### src/rtl/mem_access_unit.sv
// -----------------------------------------------------------------------------
// mem_access_unit
//
// Memory-stage access unit for the RV32I core. It acts as a handshaked bus
// master to an external data memory whose latency is not known in advance.
// It handles byte, halfword and word loads and stores, with sign or zero
// extension on loads and byte enables on both loads and stores. It flags
// misaligned accesses and illegal funct3 values. While an access is in flight
// it stalls the F/D/E/M pipeline registers, and it passes the M-stage sideband
// signals through to writeback.
//
// Ports
//   clk, rst_n              clock, asynchronous active-low reset
//   valid_m_i               M-stage instruction valid
//   alu_result_m_i          effective address
//   write_data_m_i          unaligned store data (rs2)
//   mem_read_m_i            load instruction
//   mem_write_m_i           store instruction
//   funct3_m_i              access size / signedness
//   reg_write_m_i, result_src_m_i, rd_m_i, pc_plus_4_m_i
//                           sideband in; passed through to the *_m_o outputs
//                           (reg_write is suppressed on a fault)
//   read_data_m_o           registered, extended load result
//   stall_m_o               hold the F/D/E/M pipeline registers
//   fault_m_o               misaligned access or illegal funct3
//   mem_req_o, mem_we_o, mem_addr_o, mem_wdata_o, mem_be_o
//                           bus request channel
//   mem_ready_i             request accepted
//   mem_rvalid_i            read data valid
//   mem_rdata_i             raw read word
// -----------------------------------------------------------------------------
module mem_access_unit #(
    parameter int WIDTH      = 32,
    parameter int ADDR_WIDTH = 32
) (
    input  logic                  clk,
    input  logic                  rst_n,
    input  logic                  valid_m_i,
    input  logic [WIDTH-1:0]      alu_result_m_i,
    input  logic [WIDTH-1:0]      write_data_m_i,
    input  logic                  mem_read_m_i,
    input  logic                  mem_write_m_i,
    input  logic [2:0]            funct3_m_i,
    input  logic                  reg_write_m_i,
    input  logic [1:0]            result_src_m_i,
    input  logic [4:0]            rd_m_i,
    input  logic [WIDTH-1:0]      pc_plus_4_m_i,
    output logic                  reg_write_m_o,
    output logic [1:0]            result_src_m_o,
    output logic [4:0]            rd_m_o,
    output logic [WIDTH-1:0]      pc_plus_4_m_o,
    output logic [WIDTH-1:0]      read_data_m_o,
    output logic                  stall_m_o,
    output logic                  fault_m_o,
    output logic                  mem_req_o,
    output logic                  mem_we_o,
    output logic [ADDR_WIDTH-1:0] mem_addr_o,
    output logic [WIDTH-1:0]      mem_wdata_o,
    output logic [3:0]            mem_be_o,
    input  logic                  mem_ready_i,
    input  logic                  mem_rvalid_i,
    input  logic [WIDTH-1:0]      mem_rdata_i
);

    localparam logic [1:0] IDLE   = 2'd0;
    localparam logic [1:0] REQ    = 2'd1;
    localparam logic [1:0] WAIT_R = 2'd2;
    localparam logic [1:0] DONE   = 2'd3;

    logic [1:0]       r_state;
    logic [2:0]       r_funct3;
    logic [1:0]       r_addrLow;
    logic [WIDTH-1:0] r_readData;

    logic             w_isAccess;
    logic             w_illegal;
    logic             w_misaligned;
    logic             w_fault;
    logic             w_legal;
    logic [3:0]       w_be;
    logic [WIDTH-1:0] w_wdata;
    logic [7:0]       w_byte;
    logic [15:0]      w_half;
    logic [WIDTH-1:0] w_loadExt;

    // Decode the instruction currently in M. BU/HU exist only for loads,
    // so a store using them is treated like any other illegal encoding.
    // Faults are only reported from IDLE; once an access has been accepted
    // the inputs are held stable and are known to be legal.
    always_comb begin
        w_isAccess = valid_m_i & (mem_read_m_i ^ mem_write_m_i);
        case (funct3_m_i)
            3'b000, 3'b001, 3'b010: w_illegal = 1'b0;
            3'b100, 3'b101:         w_illegal = mem_write_m_i;
            default:                w_illegal = 1'b1;
        endcase
        w_misaligned = ((funct3_m_i[1:0] == 2'b01) & alu_result_m_i[0])
                     | ((funct3_m_i == 3'b010) & (alu_result_m_i[1:0] != 2'b00));
        w_fault = (r_state == IDLE) & w_isAccess & (w_illegal | w_misaligned);
        w_legal = w_isAccess & ~w_illegal & ~w_misaligned;
    end

    // Byte lanes and replicated store data, driven the same way for loads
    // and stores so the memory sees a consistent enable pattern.
    always_comb begin
        w_be    = 4'b1111;
        w_wdata = write_data_m_i;
        case (funct3_m_i[1:0])
            2'b00: begin
                w_be    = 4'b0001 << alu_result_m_i[1:0];
                w_wdata = {4{write_data_m_i[7:0]}};
            end
            2'b01: begin
                w_be    = alu_result_m_i[1] ? 4'b1100 : 4'b0011;
                w_wdata = {2{write_data_m_i[15:0]}};
            end
            default: begin
                w_be    = 4'b1111;
                w_wdata = write_data_m_i;
            end
        endcase
    end

    // Pick the addressed byte/halfword out of the returned word using the
    // latched address, then extend according to the latched funct3.
    always_comb begin
        case (r_addrLow)
            2'd0:    w_byte = mem_rdata_i[7:0];
            2'd1:    w_byte = mem_rdata_i[15:8];
            2'd2:    w_byte = mem_rdata_i[23:16];
            default: w_byte = mem_rdata_i[31:24];
        endcase
        w_half = r_addrLow[1] ? mem_rdata_i[31:16] : mem_rdata_i[15:0];
        case (r_funct3)
            3'b000:  w_loadExt = {{24{w_byte[7]}}, w_byte};
            3'b001:  w_loadExt = {{16{w_half[15]}}, w_half};
            3'b100:  w_loadExt = {24'b0, w_byte};
            3'b101:  w_loadExt = {16'b0, w_half};
            default: w_loadExt = mem_rdata_i;
        endcase
    end

    // Access sequencer. IDLE latches the request, REQ holds it on the bus
    // until accepted, WAIT_R waits for load data, DONE releases the stall for
    // exactly one cycle so the stage advances before the next access starts.
    // A zero-latency read (ready and rvalid together in REQ) skips WAIT_R.
    always_ff @(posedge clk or negedge rst_n) begin
        if (!rst_n) begin
            r_state     <= IDLE;
            r_funct3    <= 3'b000;
            r_addrLow   <= 2'b00;
            r_readData  <= '0;
            mem_we_o    <= 1'b0;
            mem_addr_o  <= '0;
            mem_wdata_o <= '0;
            mem_be_o    <= 4'b0000;
        end else begin
            case (r_state)
                IDLE: begin
                    if (w_legal) begin
                        r_funct3    <= funct3_m_i;
                        r_addrLow   <= alu_result_m_i[1:0];
                        mem_we_o    <= mem_write_m_i;
                        mem_addr_o  <= {alu_result_m_i[ADDR_WIDTH-1:2], 2'b00};
                        mem_wdata_o <= w_wdata;
                        mem_be_o    <= w_be;
                        r_state     <= REQ;
                    end
                end
                REQ: begin
                    if (mem_ready_i) begin
                        if (mem_we_o) begin
                            r_state <= DONE;
                        end else if (mem_rvalid_i) begin
                            r_readData <= w_loadExt;
                            r_state    <= DONE;
                        end else begin
                            r_state <= WAIT_R;
                        end
                    end
                end
                WAIT_R: begin
                    if (mem_rvalid_i) begin
                        r_readData <= w_loadExt;
                        r_state    <= DONE;
                    end
                end
                default: begin
                    r_state <= IDLE;
                end
            endcase
        end
    end

    // Stall covers the IDLE cycle in which a legal access is first seen,
    // plus every REQ and WAIT_R cycle; DONE lets the pipeline move.
    always_comb begin
        mem_req_o = (r_state == REQ);
        stall_m_o = ((r_state == IDLE) & w_legal) | (r_state == REQ) | (r_state == WAIT_R);
        fault_m_o = w_fault;
    end

    // Sideband pass-through; a faulting instruction must not write back.
    always_comb begin
        reg_write_m_o  = reg_write_m_i & ~w_fault;
        result_src_m_o = result_src_m_i;
        rd_m_o         = rd_m_i;
        pc_plus_4_m_o  = pc_plus_4_m_i;
        read_data_m_o  = r_readData;
    end

endmodule

### config.mk
export PLATFORM = sky130hd
export DESIGN_NAME = mem_access_unit
export DESIGN_NICKNAME = d
export VERILOG_FILES = /design/src/rtl/mem_access_unit.sv
export SDC_FILE = /design/constraint.sdc
export NUM_CORES = 1
export LEC_CHECK = 0
export BUFFER_PORTS_ARGS = -buffer_cell sky130_fd_sc_hd__buf_2
export CORE_MARGIN = 2
export CORE_UTILIZATION = 41
export CTS_CLUSTER_SIZE = 40
export DETAILED_ROUTE_END_ITERATION = 8
export PLACE_DENSITY_LB_ADDON = 0.3
export REMOVE_ABC_BUFFERS = 1
export SYNTH_ARGS = -nofsm -noshare
export SYNTH_HDL_FRONTEND = slang
export SYNTH_SLANG_ARGS = --single-unit
### constraint.sdc
create_clock -name clk -period 1.72 [get_ports clk]
set_input_delay 0.172 -clock clk [delete_from_list [all_inputs] [get_ports clk]]
set_output_delay 0.172 -clock clk [all_outputs]
set_load 0.02 [all_outputs]
After elaboration in Yosys (flattened, before gate mapping):

Cells that the tools add are included.

* magnitude comparators: 0
* multipliers: 0
* div/mod/pow operators: 0
* reduce and logical (&&, ||, !) cells: 12
* shift-type cells: 1
* add/sub/neg operators: 0
* eq/ne operators: 16
* bitwise logic cells: 17
* mux-type cells: 17

Operator list (count)
* $pmux W32 S2: 2
* $pmux W32 S4: 1
* $mux W32: 3
* $pmux W8 S3: 1
* $mux W16: 1
* $eq A3 B3 Y1 const B: 4
* $and A1 B1 Y1: 9
* $pmux W4 S2: 1
* $eq A2 B1 Y1 const B: 3
* $eq A3 B1 Y1 const B: 2
* $logic_not A2 Y1: 3
* $logic_not A3 Y1: 2
* $mux W2: 3
* $ne A2 B2 Y1 const B: 3
* $pmux W2 S3: 1
* $reduce_and A3 Y1: 2
* $eq A2 B2 Y1 const B: 2
* $mux W4: 1
* $or A1 B1 Y1: 4
* $reduce_bool A2 Y1: 2
* $shl A1 B2 Y4 const A: 1
* $eq A3 B2 Y1 const B: 1
* $not A1 Y1: 3
* $reduce_or A3 Y1: 1
* other kinds (6): 7

* output and inout port bits: 144
* register bits after elaboration: 106
* latch bits: 0
* word-level logic and storage cells: 71
* bits of input ports: 146
* RAM bits: 0
* memories kept: 0
* ROM bits: 0

Logic depth before layout (Yosys ltp):

Gate-level depths: netlist of run 1.

* word-level depth: 9
* depth in mapped cells: 8

Least setup slack after synthesis of run 1:

OpenSTA, ideal clock, no wires.

* kind: reg-to-reg
* from: register r_state[1]
* to: register r_readData[21], in the netlist read_data_m_o[21]
* buffers on the path: 2
* clock period less this slack: 2023 ps
* stages on the path, launching flop included: 9
* setup time: 69 ps
* data arrival time: 1954 ps
* path slack: -303 ps
* path through: dfrtp_1 inv_1 ha_1 nand4b_1 and2_1 clkbuf_1 a2111o_1 buf_2 nand3_1

* word-level cells in the longest chain between the ends: 3
* elaborated cells between the ends (all ways): 7
* those cells by class: 4 x eq/ne; 1 x mux; 2 x reduce/logical

Ends and longest elaborated chain
* from (decl): RTL line 70 `logic [1:0] r_state;`
* from (signal assigned): RTL line 149 `r_state <= IDLE;`
* from (signal assigned): RTL line 167 `r_state <= REQ;`
* from (signal assigned): RTL line 173 `r_state <= DONE;`
* $eq A2 B1 Y1 (*)
* via mem_req_o: RTL line 55 `output logic mem_req_o,`
* $ne A2 B1 Y1 (no line) (tied with other cells)
* $reduce_and A3 Y1 (no line)
* to (signal assigned): RTL line 175 `r_readData <= w_loadExt;`
* to (signal assigned): RTL line 184 `r_readData <= w_loadExt;`
* to (decl): RTL line 73 `logic [WIDTH-1:0] r_readData;`

Mark *: on every way through the listed nets, which the timed path passes. The rest lies on a longest branch.
A chain may end at the register's enable or synchronous reset.

Final worst setup path of run 1:

* from: register r_state[0]
* to: output port stall_m_o

* word-level cells in the longest chain between the ends: 4
* elaborated cells between the ends (all ways): 6
* those cells by class: 2 x eq/ne; 3 x bitwise; 1 x reduce/logical

Ends and longest elaborated chain
* $logic_not A2 Y1: RTL line 199 `stall_m_o = ((r_state == IDLE) & w_legal) | (r_state == REQ) | (r_state == WAIT_R);`
* $and A1 B1 Y1: RTL line 199
* $or A1 B1 Y1: RTL line 199
* $or A1 B1 Y1 (*): RTL line 199
* to (decl): RTL line 53 `output logic stall_m_o,`

Every way passes the cells marked *; elsewhere a longest branch is shown, timed or not.

==> results of run 1 <==
==> logic make-up (layout without fill, tap and decap cells) <==
family / Yosys count / count (layout) / share of synthesized area, %
buf+inv: 79 / 275 / 9.14
other cells: 1 / 3 / 0.0710
mux: 85 / 85 / 17.6
flops: 106 / 106 / 50.2
simple gates: 153 / 153 / 13.6
fa+ha+maj: 4 / 4 / 0.947
compound gates: 78 / 78 / 8.36
xor+xnor: 1 / 1 / 0.166
==> flip-flops by register name, indices dropped and copies added (netlist names) <==
| name | flops |
|---|---|
| r_state | 2 |
| mem_addr_o | 30 |
| r_funct3 | 3 |
| r_addrLow | 2 |
| mem_we_o | 1 |
| mem_be_o | 4 |
| read_data_m_o | 32 |
| mem_wdata_o | 32 |
==> per-layer routing <==
layer  global-route usage (%)  share of wire [%]  up-vias
met5                     2.57                  0        -
met4                     6.93                1.4        0
met3                     11.7                 12       16
met2                     34.1                 45      217
met1                     28.6                 42     2084
li1                         -                  -     2091
==> stage by stage <==
step	worst slack, ns	setup TNS [ns]	std cells	area, um2
3_5_place_dp	-0.0526	-0.839	851	6440
4_1_cts	-0.00735	-0.00784	872	6870
6_report	0.0212	0	877	7020
3_3_place_gp	0.0206	0	851	6440
2_1_floorplan	-3.63	-248.32	436	4830
5_1_grt	-0.0538	-0.866	876	7020
==> layout by cell type, fill, tap and decap left out, types with 3 or more instances in the layout <==
| cell type | count |
|---|---|
| buf_12 | 6 |
| clkbuf_16 | 10 |
| mux2_2 | 18 |
| buf_4 | 34 |
| o21ai_0 | 39 |
| nand2_1 | 64 |
| mux2_1 | 29 |
| nand3_2 | 8 |
| a21oi_1 | 16 |
| nand2b_1 | 9 |
| nor2b_1 | 8 |
| nand3_1 | 25 |
| inv_1 | 5 |
| dfrtp_1 | 104 |
| o21ai_1 | 8 |
| mux2_4 | 5 |
| a211oi_1 | 8 |
| nor3b_1 | 8 |
| buf_6 | 3 |
| nor2_1 | 21 |
| buf_2 | 206 |
| mux2i_1 | 32 |
| inv_6 | 4 |
==> what timing repair did <==
item,CTS,global route
hold buffers,1,0
endpoints found under the hold margin,28,0
buffers inserted,3,3
pin swaps,3,3
cloned,1,1
endpoints found under the setup margin,26,42
resized for setup,11,31
==> layout make-up <==
class / instances / area [um2] / area share [%]
Timing Repair Buffer: 252 / 1500 / 21.4
Sequential cell: 106 / 2660 / 37.8
Inverter: 7 / 26.3 / 0.374
Clock buffer: 9 / 225 / 3.21
Tap cell: 172 / 215 / 3.07
Clock inverter: 7 / 92.6 / 1.32
Antenna cell: 1 / 2.50 / 0.0357
Multi-Input combinational cell: 323 / 2300 / 32.8
==> power by group through the flow <==
stage	sequential, mW	clock [mW]	combinational, mW
final	4.29	2.20	5.90
after global placement	4.26	0	5.39
after detailed placement	4.32	0	5.53
after global routing	4.45	2.37	6.37
after CTS	4.29	2.25	5.66
after floorplan	5.69	0	1.83
==> worst max path at each step <==
stage | from | to | slack [ns] | depth (start not counted)
after floorplan | alu_result_m_i[0] | stall_m_o | -3.63 | 3
after global placement | r_state[1] | read_data_m_o[18] | 0.02 | 7
after detailed placement | r_state[1] | read_data_m_o[29] | -0.05 | 7
after CTS | r_state[1] | reg_write_m_o | -0.007 | 6
after global routing | r_state[1] | read_data_m_o[24] | -0.05 | 7
final | r_state[0] | stall_m_o | 0.02 | 6
==> worst max-delay path: cells and delay by family, from the launching register on <==
family | cells | cell delay [ns]
and+or+nand+nor | 1 | 0.05
DFF | 1 | 0.44
adders and majority gates | 1 | 0.18
buffers and inverters | 3 | 0.38
AOI/OAI and AO/OA | 1 | 0.13
==> metrics.md, run 1 <==
| Metric | Value |
|---|---|
| Run status | `complete, no violations` |
| Fill count | `roughly 1200` |
| Fmax | `slightly below 600 MHz` |
| Number of routed nets with antenna violations | `0` |
| CTS max path bufs | `2` |
| Vias in the first global route | `~4500` |
| Switching Share | `41.7%` |
| EDFF count, synth | `0` |
| Clock Sinks | `106` |
| Fin crit period | `roughly 1.7 ns` |
| Asr flop ratio synth | `100%` |
| Post-Syn Area | `5290 um2` |
| CP cell instances | `inv_2 > ha_4 > o2111ai_4 > buf_12 > nand2_4 > buf_6` |
| Hold path cells | `2` |
| Fin. max-slew vios | `0` |
| Final worst path period share | `between 90% and 100%` |
| Cell depth of the worst flop-to-flop path | `7` |
| Top post-synthesis cells by area | `dfrtp_1, mux2_1, mux2i_1` |
| Fin Clk Skew | `0.00801 ns` |
| Final Power | `between 10 and 15 mW` |
| Switch Pwr | `around 5.2 mW` |
| CP Data Required Time | `around 1.6 ns` |
| Final setup violation count | `0` |
| Root buf cell | `clkbuf_16` |
| Ports | `290` |
| CP endpoint kind | `primary output` |
| TritonCTS clock tree | `built` |
| Crit-path slowest cell | `dfrtp_2` |
| Initial antenna violation count | `1` |
| Ys flop type | `dfrtp_1` |
| Syn Area/Cell | `between 10 and 15 um2` |
| Die ar. | `13800 um2` |
| Largest net degree at the start of global routing | `49` |
| Number of core rows | `slightly above 40` |
| Synth Register Bits | `106` |
| Global-route usage over all layers | `22.8%` |
| LEAKAGE | `3.65 nW` |
| Die width | `118 um` |
| Worst Hold Class | `input port to register` |
| Reg power frac | `about a third` |
| Synth Warn # | `0` |
| Critical path's largest stage delay | `0.44 ns` |
| Post-DP HPWL | `approximately 12000 um` |
| Layout Nets | `849` |
| Sequential fraction of the synthesis area | `about half` |
| Drt pass-1 iters | `7` |
| Final Hold Vio Count | `0` |
| Worst-path clk slew | `roughly 0.080 ns` |
| Hold_sp | `alu_result_m_i[7]` |
| Distinct cells, synth | `37` |
| Hold Crit Endpoint | `mem_addr_o[7]` |
| Comb power frac | `a little under half` |
| Internal power | `around 7.2 mW` |
| Clk_lat worst skew | `around 0.36 ns` |
| Synth top cells by count | `dfrtp_1, nand2_1, o21ai_0` |
| Fraction of layout cells with a size suffix above 1 | `~45%` |
| Buffers on Ports | `around 210` |
| FF-to-FF End | `read_data_m_o[20]` |
| Most common cell in the synthesized netlist | `dfrtp_1` |
| Worst Path Max Fanout | `3` |
| Number of max-cap violations | `0` |
| Critical path class | `register to primary output` |
| Core area | `~13000 um2` |
| CTS H-tree lvls | `3` |
| Post-synthesis instance total | `around 510` |
| Initial Util | `a little over two fifths` |
| Startpoint types | `register` |
| DRC marker count from the first detailed-route iteration | `roughly 310` |
| Via density per instance | `approximately 5.0` |
| Power Density | `around 1800 nW/um2` |
| Max VDD drop | `918 uV` |
| Yosys top cell area share | `50.2%` |
| Post-layout util | `between 50% and 60%` |
| Hold_ws | `roughly 0.024 ns` |
| Clk network pwr share | `between 10% and 20%` |
| Placer Congestion | `0.783` |
| Die Y | `118 um` |
| CTS Buf Count | `9` |
| Setup repair after global routing missed its margin | `yes` |
| Drt total wl | `roughly 16000 um` |
| Post-route DRC | `0` |
| Vias | `between 4000 and 5000` |
| Global-route wire length before repair | `between 20000 and 25000 um` |
| R2R setup slack | `around 0.030 ns` |
| R2r startpoint | `r_state[1]` |
| Area growth, synth to finish | `32.8%` |
| Crit path DAT | `~1.5 ns` |
| Total congestion overflow | `0` |
| Post-synth top area cell | `dfrtp_1` |
| WL/cell | `18.1 um` |
No activity file was read; power rests on OpenSTA's default activity.
==> run 2, diff against run 1 <==
--- a/constraint.sdc
+++ b/constraint.sdc
@@ -3,2 +3,2 @@
 set_output_delay 0.172 -clock clk [all_outputs]
-set_load 0.02 [all_outputs]
+set_load 0.05 [all_outputs]
==> metrics.md, run 2 (same netlist as run 1, synthesis figures left out) <==
| Metric | Value |
|---|---|
| Initial Util | `41.9% (unchanged)` |
| Placed Cells incl. Taps | `851 (unchanged)` |
| Global-route wire length before repair | `24000 um (-1.9%)` |
| Drt total wl | `15600 um (-1.6%)` |
| FF/Latch Area | `2650 um2 (about the same)` |
| Fin Clk Skew | `0.00938 ns (+0.00137 ns)` |
| Critical Path Most Common Cell | `buf_4` |
| Final Hold Vio Count | `0 (unchanged)` |
| Setup repair after global routing missed its margin | `yes` |
| DP Area | `6440 um2 (unchanged)` |
| Critical path's largest stage delay | `0.41 ns (-0.03 ns)` |
| Layout Nets | `850 (+0.12%)` |
| Fin. max-slew vios | `0 (unchanged)` |
| Final worst path period share | `101% (+2.1 points)` |
| Post-route DRC | `0 (unchanged)` |
| Fraction of layout cells with a size suffix above 1 | `42.8% (-1.9 points)` |
| Via density per instance | `5.05 (+0.41%)` |
| CP Data Required Time | `1.96 ns (+0.41 ns)` |
| Crit path DAT | `1.98 ns (+0.45 ns)` |
| Global-route usage over all layers | `22.2% (-0.55 points)` |
| Number of routed nets with antenna violations | `0 (unchanged)` |
| Worst Path Max Fanout | `3 (unchanged)` |
| Final Cell Area | `6950 um2 (-0.91%)` |
| Most frequent cells in the layout | `buf_2, dfrtp_1, nand2_1, o21ai_0, buf_4` |
| Die ar. | `13800 um2 (unchanged)` |
| Violated checks | `negative setup slack` |
| R2r startpoint | `r_state[0]` |
| Drt pass-1 iters | `4 (-3)` |
| Hold_ws | `0.0195 ns (-0.00436 ns)` |
| WL/cell | `17.8 um (-1.6%)` |
| Placement Setup Slack | `-0.0697 ns (-0.0171 ns)` |
| Run status | `finished, violations left` |
| Placer Congestion | `0.816 (+4.3%)` |
| Commonest non-fill, non-tap cell in the layout | `buf_2` |
| Vias in the first global route | `4574 (+0.97%)` |
| Power Density | `2110 nW/um2 (+20%)` |
| Ports | `290 (unchanged)` |
| Number of max-cap violations | `0 (unchanged)` |
| CTS max path bufs | `2 (unchanged)` |
| Max VDD drop | `1430 uV (+55%)` |
| Die width | `118 um (unchanged)` |
| DRC marker count from the first detailed-route iteration | `188 (-39%)` |
| Final setup violation count | `2 (+2)` |
| CP cell instances | `inv_2 > ha_4 > buf_4 > a222oi_1 > buf_4 > mux2_1` |
| Worst path top cell family by delay | `flip-flops` |
| Final worst slack | `-0.0156 ns (-0.0368 ns)` |
| Total congestion overflow | `0 (unchanged)` |
| Post-DP HPWL | `11500 um (-1.9%)` |
| Vias | `4426 (+0.41%)` |
| Diodes inserted | `0 (-1)` |
| Initial antenna violation count | `0 (-1)` |
| LEAKAGE | `3.58 nW (-1.8%)` |
| Setup TNS | `-0.0282 ns (-0.0282 ns)` |
| Clock Sinks | `106 (unchanged)` |
| Number of core rows | `41 (unchanged)` |
| Area growth, synth to finish | `31.6%` |
| Worst Hold Class | `input port to register` |
| Buffers on Ports | `209 (unchanged)` |
| Worst Path Buf+Inv | `3 (unchanged)` |
| CTS H-tree lvls | `3 (unchanged)` |
| Hold_sp | `alu_result_m_i[7]` |
| Crit-path slowest cell | `dfrtp_1` |
| Fmax | `576 MHz (-2.1%)` |
| Startpoint types | `register` |
| Largest net degree at the start of global routing | `62 (+27%)` |
| Fin crit period | `1.74 ns (+0.0368 ns)` |
| Worst Setup SP | `r_state[0]` |
| Final Non-Filler Cells | `877 (unchanged)` |
| Clk_lat worst skew | `0.36 ns (about the same)` |
| TritonCTS clock tree | `built` |
| Die Y | `118 um (unchanged)` |
| CP endpoint kind | `register` |
| Worst-path clk slew | `0.08 ns (about the same)` |
| Fill count | `1107 (-3.8%)` |
| Critical path class | `register to register` |
| Root buf cell | `clkbuf_16` |
| Core area | `12600 um2 (unchanged)` |
| CTS Buf Count | `9 (unchanged)` |
| Multi-input gate area in the final layout | `2230 um2 (-2.8%)` |
-- run 2: area by class of cell --
| cell class | instances | share of cell area (%) |
|---|---|---|
| flip-flops and latches | 106 | 38.1 |
| multi-input cells | 323 | 32.1 |
| repair buffers | 253 | 22.1 |
| clock buffers | 9 | 3.24 |
| well taps | 172 | 3.09 |
| clock inverters | 7 | 0.972 |
| inverters | 7 | 0.378 |
-- run 2: path summary, 6_finish.rpt --
check | to | slack [ns] | cells after the start
hold reg to reg | read_data_m_o[4] | 0.48 | 2
setup reg to reg | r_state[1] | -0.02 | 6
min in group asynchronous | read_data_m_o[14] | 0.33 | 2
max in group asynchronous | read_data_m_o[17] | 0.80 | 3
setup / recovery | r_state[1] | -0.02 | 6
hold / removal | mem_addr_o[7] | 0.02 | 2
-- run 2: where the power goes --
part	total (mW)	internal (mW)	switching, mW	leakage (nW)
Sequential	4.27	3.64	0.638	1.32
Clock	2.05	1.02	1.02	0.142
Combinational	8.37	2.38	5.98	2.12
Total	14.7	7.04	7.64	3.58
-- run 2: what timing repair did --
action,in CTS,in global routing
hold buffers,1,0
buffers inserted,4,3
endpoints found under the setup margin,22,37
cloned,0,2
endpoints found under the hold margin,31,0
pin swaps,2,3
resized for setup,18,9
-- run 2: through the flow --
| stage | utilization, % | total power [mW] |
|---|---|---|
| 2_1_floorplan | - | 10.0 |
| 6_report | 55.1 | 14.7 |
| 4_1_cts | 54.2 | 14.6 |
| 5_1_grt | 55.1 | 15.5 |
| 3_5_place_dp | 51.1 | 12.4 |
| 3_3_place_gp | 51.1 | 12.2 |
-- run 2: layer usage --
layer  up-vias  global-route usage [%]  routed length (um)
li1       2085                       -                   -
met1      2077                    28.6                6630
met2       251                    32.9                6920
met3        13                    10.8                1860
met4         0                    7.08                 183
met5         -                    2.57                   0
==> run 3, diff against run 2 <==
- SKIP_CTS_REPAIR_TIMING: default -> 1
==> metrics.md, run 3 (same netlist as run 1, synthesis figures left out) <==
| Metric | Value |
|---|---|
| CP Data Required Time | `1.55 ns (-0.41 ns)` |
| CP endpoint kind | `primary output` |
| Worst Hold Class | `input port to register` |
| Diodes inserted | `0 (unchanged)` |
| Number of max-cap violations | `0 (unchanged)` |
| Setup repair after global routing missed its margin | `yes` |
| Root buf cell | `clkbuf_16` |
| Crit path DAT | `1.58 ns (-0.40 ns)` |
| Clk_lat worst skew | `0.36 ns (about the same)` |
| Max VDD drop | `1420 uV (-0.17%)` |
| Multi-input gate area in the final layout | `2270 um2 (+1.7%)` |
| Power Density | `2120 nW/um2 (+0.15%)` |
| CTS H-tree lvls | `3 (unchanged)` |
| Final Cell Area | `7000 um2 (+0.65%)` |
| Final Hold Vio Count | `0 (unchanged)` |
| Fin crit period | `1.75 ns (+0.0124 ns)` |
| Critical Path Most Common Cell | `buf_4` |
| Die Y | `118 um (unchanged)` |
| Ports | `290 (unchanged)` |
| Number of routed nets with antenna violations | `0 (unchanged)` |
| Commonest non-fill, non-tap cell in the layout | `buf_2` |
| Drt total wl | `15700 um (+0.40%)` |
| Layout Nets | `853 (+0.35%)` |
| Final worst path period share | `102% (+0.72 points)` |
| Global-route usage over all layers | `22.0% (-0.24 points)` |
| Final setup violation count | `18 (+16)` |
| Violated checks | `negative setup slack` |
| Number of core rows | `41 (unchanged)` |
| Post-route DRC | `0 (unchanged)` |
| Fin Clk Skew | `0.00852 ns (-0.000861 ns)` |
| WL/cell | `17.8 um (about the same)` |
| Fin. max-slew vios | `0 (unchanged)` |
| Critical path class | `register to primary output` |
| Largest net degree at the start of global routing | `62 (unchanged)` |
| Total congestion overflow | `0 (unchanged)` |
| Startpoint types | `register` |
| Via density per instance | `5.04 (about the same)` |
| CP cell instances | `buf_4 > ha_2 > buf_4 > nor2_2 > nand2_2 > buf_6` |
| Fmax | `572 MHz (-0.71%)` |
| Core area | `12600 um2 (unchanged)` |
| TritonCTS clock tree | `built` |
| Drt pass-1 iters | `5 (+1)` |
| Critical path's largest stage delay | `0.41 ns (about the same)` |
| Final worst slack | `-0.0280 ns (-0.0124 ns)` |
| Final Non-Filler Cells | `880 (+0.34%)` |
| Buffers on Ports | `209 (unchanged)` |
| Global-route wire length before repair | `23700 um (-1.2%)` |
| Area growth, synth to finish | `32.4%` |
| Worst-path clk slew | `0.08 ns (about the same)` |
| Fill count | `1105 (-0.18%)` |
| Placer Congestion | `0.816 (unchanged)` |
| Clock Sinks | `106 (unchanged)` |
| Placed Cells incl. Taps | `851 (unchanged)` |
| Vias in the first global route | `4539 (-0.77%)` |
| Most frequent cells in the layout | `buf_2, dfrtp_1, nand2_1, o21ai_0, buf_4` |
| Crit-path slowest cell | `dfrtp_1` |
| Vias | `4439 (+0.29%)` |
| Initial antenna violation count | `0 (unchanged)` |
| LEAKAGE | `3.60 nW (+0.35%)` |
| Fraction of layout cells with a size suffix above 1 | `43.9% (+1.1 points)` |
| Post-layout util | `55.5% (+0.36 points)` |
| Initial Util | `41.9% (unchanged)` |
| FF/Latch Area | `2650 um2 (unchanged)` |
| CTS Buf Count | `9 (unchanged)` |
| DP Area | `6440 um2 (unchanged)` |
| Worst Path Max Fanout | `4 (+1)` |
| CTS max path bufs | `2 (unchanged)` |
| Post-DP HPWL | `11500 um (unchanged)` |
| Run status | `finished, violations left` |
| Die ar. | `13800 um2 (unchanged)` |
| DRC marker count from the first detailed-route iteration | `188 (unchanged)` |
| Die width | `118 um (unchanged)` |
## run 3: area by class of cell
type | instances | area share (%)
Tap cell | 172 | 3.07
Multi-Input combinational cell | 323 | 32.5
Inverter | 7 | 0.375
Clock buffer | 9 | 3.22
Clock inverter | 7 | 0.965
Sequential cell | 106 | 37.9
Timing Repair Buffer | 256 | 22.0
## run 3: metal layers
| layer | wire [um] | track usage [%] |
|---|---|---|
| met1 | 6720 | 28.3 |
| met3 | 1830 | 10.9 |
| met2 | 6870 | 32.1 |
| met5 | 0 | 2.57 |
| met4 | 235 | 7.30 |
## run 3: stage by stage
stage / hold WS [ns] / power (mW) / setup TNS [ns] / setup slack [ns]
final: 0.0194 / 14.8 / -0.203 / -0.0280
after global routing: 0.0160 / 15.6 / -2.44 / -0.0983
after CTS: -0.231 / 14.5 / -1.85 / -0.353
after detailed placement: 0.161 / 12.4 / -1.24 / -0.0697
after global placement: 0.154 / 12.2 / 0 / 0.00192
after floorplan: -0.124 / 10.0 / -257.69 / -4.38
## run 3: worst paths after layout
kind / start / end / slack [ns] / cells past startpoint
setup / recovery: r_state[0] / stall_m_o / -0.03 / 6
max in group asynchronous: rst_n / read_data_m_o[17] / 0.80 / 3
min in group asynchronous: rst_n / read_data_m_o[14] / 0.34 / 2
hold / removal: alu_result_m_i[7] / mem_addr_o[7] / 0.02 / 2
hold reg to reg: read_data_m_o[4] / read_data_m_o[4] / 0.48 / 2
setup reg to reg: r_state[0] / read_data_m_o[22] / -0.02 / 7
## run 3: power by group
part	total (mW)	internal (mW)	switching (mW)	leakage (nW)
Clock	2.04	1.02	1.02	0.142
Combinational	8.48	2.46	6.03	2.13
Sequential	4.28	3.64	0.641	1.32
Total	14.8	7.12	7.69	3.60
## run 3: worst max-delay path, delay by kind of cell (launching register included)
family / cells / cell delay (ns)
buffers and inverters: 3 / 0.43
flip-flops: 1 / 0.41
adder cells (fa/ha/maj): 1 / 0.19
AND/OR/NAND/NOR: 2 / 0.17
